[config.mk]
export PLATFORM = sky130hd
export DESIGN_NAME = reaction_timer
export DESIGN_NICKNAME = d
export VERILOG_FILES = /design/src/rtl/reaction_timer_pkg.sv /design/src/rtl/reaction_timer_ms_tick_gen.sv /design/src/rtl/reaction_timer.sv
export SDC_FILE = /design/constraint.sdc
export NUM_CORES = 1
export LEC_CHECK = 0
export ABC_AREA = 1
export ABC_CLOCK_PERIOD_IN_PS = 1800
export CORE_MARGIN = 8
export CORE_UTILIZATION = 55
export DETAILED_ROUTE_END_ITERATION = 8
export GPL_TIMING_DRIVEN = 0
export PLACE_DENSITY_LB_ADDON = 0.08
export SYNTH_ARGS = -nofsm -noshare
export SYNTH_HDL_FRONTEND = slang
export SYNTH_SLANG_ARGS = --single-unit
[constraint.sdc]
create_clock -name clk -period 1.8 [get_ports clk]
set_input_delay 0.36 -clock clk [delete_from_list [all_inputs] [get_ports clk]]
set_output_delay 0.36 -clock clk [all_outputs]
set_load 0.05 [all_outputs]
[src/rtl/reaction_timer_pkg.sv]
// Shared types and constants for the reaction-time measurement stage.
// Holds the FSM state encoding, LFSR seed/step and the result/delay widths.
package reaction_timer_pkg;

    localparam int RESULT_W = 10;
    localparam int DELAY_W  = 12;

    localparam logic [15:0] LFSR_SEED = 16'hACE1;

    typedef enum logic [2:0] {
        IDLE,
        WAIT,
        MEASURE,
        DONE,
        FOUL
    } state_t;

    // Maximal-length Fibonacci step, taps 16,14,13,11; stays non-zero from a non-zero seed.
    function automatic logic [15:0] lfsr_next(input logic [15:0] v);
        return {v[14:0], v[15] ^ v[13] ^ v[12] ^ v[10]};
    endfunction

endpackage

[src/rtl/reaction_timer_ms_tick_gen.sv]
// Millisecond prescaler: free-running 0..TICK_DIV-1 counter, tick while at the last count.
// A clear restarts the count so the first tick lands a full period after it.
module ms_tick_gen #(
    parameter int TICK_DIV = 50000
) (
    input  logic clk,
    input  logic rst_n,
    input  logic clr,
    output logic tick
);

    localparam int CNT_W = (TICK_DIV > 1) ? $clog2(TICK_DIV) : 1;
    localparam logic [CNT_W-1:0] LAST = CNT_W'(TICK_DIV - 1);

    logic [CNT_W-1:0] cnt;

    always_ff @(posedge clk or negedge rst_n) begin
        if (!rst_n) begin
            cnt <= '0;
        end else if (clr || cnt == LAST) begin
            cnt <= '0;
        end else begin
            cnt <= cnt + CNT_W'(1);
        end
    end

    assign tick = (cnt == LAST);

endmodule

[src/rtl/reaction_timer.sv]
// Reaction-time measurement: random pre-stimulus delay, then millisecond count until react.
// Produces a 10-bit binary result plus sticky false-start and timeout flags.
module reaction_timer
    import reaction_timer_pkg::*;
#(
    parameter int CLK_FREQ_HZ  = 50_000_000,
    parameter int MIN_DELAY_MS = 1000,
    parameter int MAX_MS       = 999
) (
    input  logic                clk,
    input  logic                rst_n,
    input  logic                start,
    input  logic                react,
    output logic                led,
    output logic [RESULT_W-1:0] result,
    output logic                result_valid,
    output logic                too_early,
    output logic                timeout,
    output logic                busy
);

    localparam int TICK_DIV = CLK_FREQ_HZ / 1000;

    localparam logic [RESULT_W-1:0] MAX_CNT   = RESULT_W'(MAX_MS);
    localparam logic [RESULT_W-1:0] MAX_CNT_1 = RESULT_W'(MAX_MS - 1);
    localparam logic [DELAY_W-1:0]  MIN_DELAY = DELAY_W'(MIN_DELAY_MS);
    localparam logic [DELAY_W-1:0]  ONE_MS    = DELAY_W'(1);

    state_t                state;
    logic                  start_q;
    logic                  react_q;
    logic                  start_rise;
    logic                  react_rise;
    logic [15:0]           lfsr;
    logic [DELAY_W-1:0]    delay;
    logic [RESULT_W-1:0]   ms_cnt;
    logic                  ms_tick;
    logic                  tick_clr;
    logic                  enter_wait;
    logic                  enter_measure;

    ms_tick_gen #(
        .TICK_DIV (TICK_DIV)
    ) u_tick (
        .clk   (clk),
        .rst_n (rst_n),
        .clr   (tick_clr),
        .tick  (ms_tick)
    );

    // Previous-level registers reset high so a button held through reset is not an event.
    always_ff @(posedge clk or negedge rst_n) begin
        if (!rst_n) begin
            start_q <= 1'b1;
            react_q <= 1'b1;
            lfsr    <= LFSR_SEED;
        end else begin
            start_q <= start;
            react_q <= react;
            lfsr    <= lfsr_next(lfsr);
        end
    end

    always_comb begin
        start_rise    = start & ~start_q;
        react_rise    = react & ~react_q;
        enter_wait    = start_rise && (state == IDLE || state == DONE || state == FOUL);
        enter_measure = (state == WAIT) && !react_rise && ms_tick && (delay == ONE_MS);
        tick_clr      = enter_wait | enter_measure;
    end

    // React always beats a coincident tick: a false start wins over the last WAIT tick,
    // and a react on the final MEASURE tick reports the pre-increment count.
    always_ff @(posedge clk or negedge rst_n) begin
        if (!rst_n) begin
            state        <= IDLE;
            led          <= 1'b0;
            busy         <= 1'b0;
            result       <= '0;
            result_valid <= 1'b0;
            too_early    <= 1'b0;
            timeout      <= 1'b0;
            delay        <= '0;
            ms_cnt       <= '0;
        end else begin
            result_valid <= 1'b0;
            case (state)
                IDLE, DONE, FOUL: begin
                    if (start_rise) begin
                        state     <= WAIT;
                        busy      <= 1'b1;
                        led       <= 1'b0;
                        too_early <= 1'b0;
                        timeout   <= 1'b0;
                        delay     <= MIN_DELAY + {1'b0, lfsr[10:0]};
                    end
                end
                WAIT: begin
                    if (react_rise) begin
                        state     <= FOUL;
                        busy      <= 1'b0;
                        too_early <= 1'b1;
                        result    <= '0;
                    end else if (ms_tick) begin
                        if (delay == ONE_MS) begin
                            state  <= MEASURE;
                            led    <= 1'b1;
                            ms_cnt <= '0;
                        end else begin
                            delay <= delay - ONE_MS;
                        end
                    end
                end
                MEASURE: begin
                    if (react_rise) begin
                        state        <= DONE;
                        led          <= 1'b0;
                        busy         <= 1'b0;
                        result       <= ms_cnt;
                        result_valid <= 1'b1;
                    end else if (ms_tick) begin
                        if (ms_cnt == MAX_CNT_1) begin
                            state        <= DONE;
                            led          <= 1'b0;
                            busy         <= 1'b0;
                            result       <= MAX_CNT;
                            timeout      <= 1'b1;
                            result_valid <= 1'b1;
                        end else begin
                            ms_cnt <= ms_cnt + RESULT_W'(1);
                        end
                    end
                end
                default: begin
                    state <= IDLE;
                    led   <= 1'b0;
                    busy  <= 1'b0;
                end
            endcase
        end
    end

endmodule

==> After elaboration in Yosys (flattened, before gate mapping) <==
Index checks and enable logic that the tools add are counted.
W data, S select, Z words.
{ "word_totals": {"register_bits": 74, "inputBits": 4, "output_inout_bits": 15} }
{ "op_classes": {"n_addsub": 4, "eq_ne": 21, "mux": 47, "n_bitwise": 8, "n_reduce_logical": 21} }
{ "op_table": {"columns": ["cell", "n"], "rows": [
  ["$mux W10", 10],
  ["$mux W12", 4],
  ["$pmux W10 S2", 2],
  ["$pmux W12 S2", 1],
  ["$mux W3", 7],
  ["$ne A2 B2 Y1 const B", 9],
  ["$mux W1", 17],
  ["$add A16 B1 Y16 const B", 1],
  ["$eq A16 B16 Y1 const B", 1],
  ["$mux W16", 1],
  ["$reduce_and A5 Y1", 3],
  ["$add A10 B11 Y12 const A", 1],
  ["$eq A12 B1 Y1 const B", 1],
  ["$sub A12 B1 Y12 const B", 1],
  ["$add A10 B1 Y10 const B", 1],
  ["$eq A10 B10 Y1 const B", 1],
  ["$ne A3 B3 Y1 const B", 3],
  ["$pmux W3 S3", 1],
  ["$reduce_and A4 Y1", 2],
  ["$reduce_and A7 Y1", 1],
  ["$eq A3 B2 Y1 const B", 2],
  ["$pmux W1 S3", 2],
  ["$reduce_and A6 Y1", 1],
  ["$reduce_bool A2 Y1", 3],
  ["15 further kinds", 25]
]} }

==> Depth between registers and ports, before layout <==
{ "logic_depth": {"ltp_word": 9, "ltp_mapped": 12, "depth_no_buf": 12} }

==> Hierarchy <==
Synthesis repeated with hierarchy kept, for this count alone.
{ "hier_totals": {"cells_unflattened": 532, "area_unflattened_um2": 4131.5} }
{ "modules_own_cells": {"columns": ["module", "instances", "cells_per_inst", "area_each_um2", "seq_area_each_um2"], "rows": [
  ["reaction_timer", 1, 409, 3170.5, 1463.9],
  ["ms_tick_gen", 1, 123, 960.9, 400.4]
]} }

==> Worst setup path after synthesis <==
Ideal clock, no wire load.
{ "synth_path": {"path_kind": "reg-to-reg", "startpoint": "register u_tick.cnt[0]", "endpoint": "register delay[6]", "setup_ns": 0.116, "arrival_time_ns": 1.408, "slack_ns": 0.276, "stages_incl_launch_ff": 12, "n_path_buf": 1, "synth_period_minus_slack_ns": 1.524, "path_cell_list": "dfrtp_1 > ha_1 > nand3_1 > inv_1 > nand2_1 > nor2_1 > o21ai_0 > nand2_1 > nand2_2 > buf_6 > nand2_1 > nand2_1"} }
{ "synth_via": {"elab_chain_cells": 3} }
{ "synth_lines": {"columns": ["element", "line_no", "text"], "rows": [
  ["start: declaration", "reaction_timer_ms_tick_gen.sv:15", "logic [CNT_W-1:0] cnt;"],
  ["start signal: assignment", "reaction_timer_ms_tick_gen.sv:23", "cnt <= cnt + CNT_W'(1);"],
  ["$eq A16 B16 Y1", "reaction_timer_ms_tick_gen.sv:27", "assign tick = (cnt == LAST);"],
  ["$ne A2 B2 Y1 (no line)", null, null],
  ["$reduce_and A5 Y1 (no line)", null, null],
  ["end signal: assignment", "reaction_timer.sv:95", "delay <= MIN_DELAY + {1'b0, lfsr[10:0]};"],
  ["end signal: assignment", "reaction_timer.sv:110", "delay <= delay - ONE_MS;"],
  ["end: declaration", "reaction_timer.sv:35", "logic [DELAY_W-1:0] delay;"]
]} }
Every way passes these cells.
A chain may end at the register's enable or synchronous reset.

==> Worst setup path in the final report <==
{ "layout_path": {"startpoint": "input react", "endpoint": "register result[0]"} }
{ "layout_via": {"elab_chain_cells": 3} }
{ "layout_lines": {"columns": ["element", "line_no", "text"], "rows": [
  ["start: declaration", "reaction_timer.sv:13", "input logic react,"],
  ["$and A1 B1 Y1 (*)", "reaction_timer.sv:66", "react_rise = react & ~react_q;"],
  ["$ne A3 B3 Y1 (no line), or another cell as far along", null, null],
  ["$reduce_and A4 Y1 (no line) or $pmux W10 S2 (tied branches)", null, null],
  ["end signal: assignment", "reaction_timer.sv:119", "result <= ms_cnt;"],
  ["end: declaration", "reaction_timer.sv:15", "output logic [RESULT_W-1:0] result,"]
]} }
Mark *: on every way between the ends. The rest lies on a longest branch, timed or not.

==> run_results.csv <==
group,metric,value,unit
synthesis,synth_ff_type,"dfrtp_1",
sta,slew_violations,0,
final_layout,synthToLayoutAreaGrowth,13.65,%
sta,tightestPinTransition,497.6,ps
synthesis,synth_edf_count,0,
clocking,postCtsSetupBuffers,0,
hold_path,hold_path_class,"reg2reg",
synthesis,yosysTopAreaCellShare,0.3943,
setup_path,crit_path_frequent_cell,"inv_1",
sta,setup_viol_count_final,0,
synthesis,synth_cell_types,38,
route,first_iter_violations,128,
setup_path,path_cells,"clkdlybuf4s50_1 > inv_1 > nor2_4 > inv_1 > buf_2 > nand3_2 > nand3_4 > buf_6 > nand2_1 > o21ai_2",
pwr,p_leak,2.317,nW
placement,place_ws,-400.0,ps
route,drc,0,
sta,rsz0062_at_grt,"yes",
setup_path,max_stage_delay,480,ps
floorplan,pin_count,19,
floorplan,coreArea,7214,sq um
setup_path,cp.depth,10,
synthesis,syn_inst,521,
clocking,path_clk_slew,80,ps
setup_path,crit_required,2040,ps
hold_path,hold_depth,0,
sta,min_period_over_period,0.9249,
synthesis,syn_area,4061,sq um
final_layout,drive_gt1_frac,0.1505,
clocking,clock-root-buffer,"clkbuf_8",
status,status,"finished, final reports clean",
sta,clock_skew,8.970,ps
route,final_antenna_net_count,0,
setup_path,end_kind,"flip-flop",
synthesis,synth_warnings,0,
synthesis,syn-mean-instance-area,7.795,sq um
clocking,cts_made_buffers,9,
setup_path,cp.arrival,1900,ps
route,post_drt_wl_per_cell,12.48,um
sta,hold_viol,0,
synthesis,ys_async_sr_fraction,1.000,
final_layout,multi_input_area,1966,sq um
final_layout,final_cells,657,
sta,setup_slack,135.2,ps
final_layout,num_antenna_cells,0,
grt,antenna_found_initial,0,
route,drt_pre_antenna_iters,4,
sta,fin_crit,1665,ps
grt,grt_overflow,0,
clocking,cts.htree.levels,3,
synthesis,synth_area_leaders,"dfrtp_1 39%, nand2_1 16%, dfstp_2 6.5%",
synthesis,synth_seq_area_share,0.4590,
floorplan,die_w,101.9,um
sta,fmaxAchievable,600.7,MHz
sta,slew_headroom,0.6696,
synthesis,synth-seq-cells,74,
setup_path,crit_path_max_fanout,10,
setup_path,critPathKind,"in2reg",
clocking,insertion_delay,350,ps
route,vias,3306,
final_layout,fin_nets,563,
synthesis,synth_top_area_cell,"dfrtp_1",
route,wirelength,8199,um
floorplan,rows,31,
pwr,power.density,1472,nW/um^2
placement,dp_hpwl,6027,um
floorplan,start_util,0.5630,
clocking,cts_tree,"yes",
pwr,ir_worst_vdd,0.0005962,V
setup_path,path_delay_family,"buffers and inverters",
grt,track_usage,0.1732,
final_layout,fillers,675,
grt,grt_pass1_wl,14260,um
clocking,clock-sinks,74,
final_layout,regArea,1868,sq um
synthesis,synth_fp_nets,531,
setup_path,cp_num_buf_inv,5,
floorplan,dieArea,10390,sq um
setup_path,start_kind,"input port",
placement,placed_cells,639,
route,via_per_inst,5.032,
run,maxCapViolations,0,
floorplan,die_h,101.9,um
placement,numPortBuffers,18,
grt,grt_max_degree,44,
grt,grt_pass1_vias,3115,
setup_path,crit_slowest_cell,"clkdlybuf4s50_1",
placement,gp_congestion,0.9164,
clocking,clockBufferDepth,2,
setup_path,worst-r2r-cell-count,10,
## through the flow
step / total power [mW] / hold WS (ps) / area [sq um] / utilization / setup TNS [ps]
finish: 6.796 / 369.3 / 4616 / 0.6398 / 0
detailed placement: 5.555 / 321.4 / 4383 / 0.6075 / -9141
global placement: 5.491 / 338.1 / 4365 / 0.6051 / -156370
CTS: 6.754 / 357.9 / 4571 / 0.6335 / 0
floorplan: 4.726 / 64.41 / 4061 / - / 0
global route: 7.331 / 379.1 / 4616 / 0.6398 / -67.20
## area by class of cell
cell class | count | area share
timing repair buffer | 20 | 0.04093
buffer | 8 | 0.01274
multi-input combinational | 383 | 0.4259
clock inverter | 7 | 0.01518
inverter | 57 | 0.04690
sequential | 74 | 0.4047
tap | 99 | 0.02684
clock buffer | 9 | 0.02684
## what timing repair did
action                                  CTS  global route
hold endpoints to repair                 29             0
pin swaps                                 0             1
cloned                                    0             1
endpoints found under the setup margin   18            30
hold buffers                              1             0
resized for setup                        16            13
## logic make-up (layout without fill, tap and decap cells)
family | Yosys count | after routing | synth area share
adder cells (fa/ha/maj) | 6 | 6 | 0.01848
multiplexers | 1 | 1 | 0.002465
XOR/XNOR | 22 | 22 | 0.04744
flip-flops | 74 | 74 | 0.4590
buffers and inverters | 65 | 101 | 0.06716
AND/OR/NAND/NOR | 301 | 302 | 0.3253
AO/OA/AOI/OAI | 52 | 52 | 0.08010
## per-layer routing
layer | GRT usage | part of all wire
met1 | 0.2312 | 0.49
met2 | 0.2676 | 0.46
met3 | 0.04564 | 0.042
met4 | 0.05530 | 0.010
met5 | 0 | 0
## report_power, final
| part | switching, mW | leakage, nW | internal (mW) |
|---|---|---|---|
| Combinational | 2.26 | 1.27 | 1.02 |
| Sequential | 0.253 | 0.960 | 2.00 |
| Clock | 0.638 | 0.0873 | 0.634 |
| Total | 3.15 | 2.32 | 3.65 |
## cells in the mapped netlist, drive strengths merged (2+ instances only)
master    n
nand3    33
a21oi     8
nand2   177
or2       2
nor2     64
ha        6
o21ai    36
nor3     15
nor3b     4
dfstp    10
inv      57
o31ai     2
nand4     2
o21bai    3
buf       6
xor2     16
dfrtp    64
nand3b    2
clkbuf    2
xnor2     6
## path summary, 6_finish.rpt
check                                            to  slack [ps]               startpoint
setup / recovery              result[0]$_DFFE_PN0P_         140                    react
hold / removal                   lfsr[15]$_DFF_PN1_         370       lfsr[14]$_DFF_PN0_
setup reg to reg              ms_cnt[5]$_DFFE_PN0P_         150  u_tick.cnt[0]$_DFF_PN0_
hold reg to reg                  lfsr[15]$_DFF_PN1_         370       lfsr[14]$_DFF_PN0_
max in group asynchronous        lfsr[10]$_DFF_PN1_         700                    rst_n
min in group asynchronous  u_tick.cnt[15]$_DFF_PN0_         490                    rst_n
## sequential cells by signal, summed over array words and instances (netlist names), 3 cells and up
name,count
delay,12
lfsr,16
ms_cnt,10
result,10
state,3
u_tick.cnt,16
## placed cells by master, fill, tap and decap left out, types with 3 or more instances in the layout
cell           instances
a21oi_1                7
nand2_1              171
nand3_2                5
dfrtp_1               61
ha_1                   5
inv_2                 10
nand3_1               25
nor2_2                 3
inv_1                 46
dlygate4sd2_1         15
clkinvlp_4             4
nor3b_1                4
xor2_1                16
nor2_4                 3
o21ai_0               25
o21ai_2               11
dfstp_2               10
nand2_2                4
buf_6                  3
nor3_1                14
nor2_1                59
dfrtp_2                3
clkbuf_8               9
o21bai_1               3
xnor2_1                6
nand3_4                3
Power figures use the tool's default switching activity.
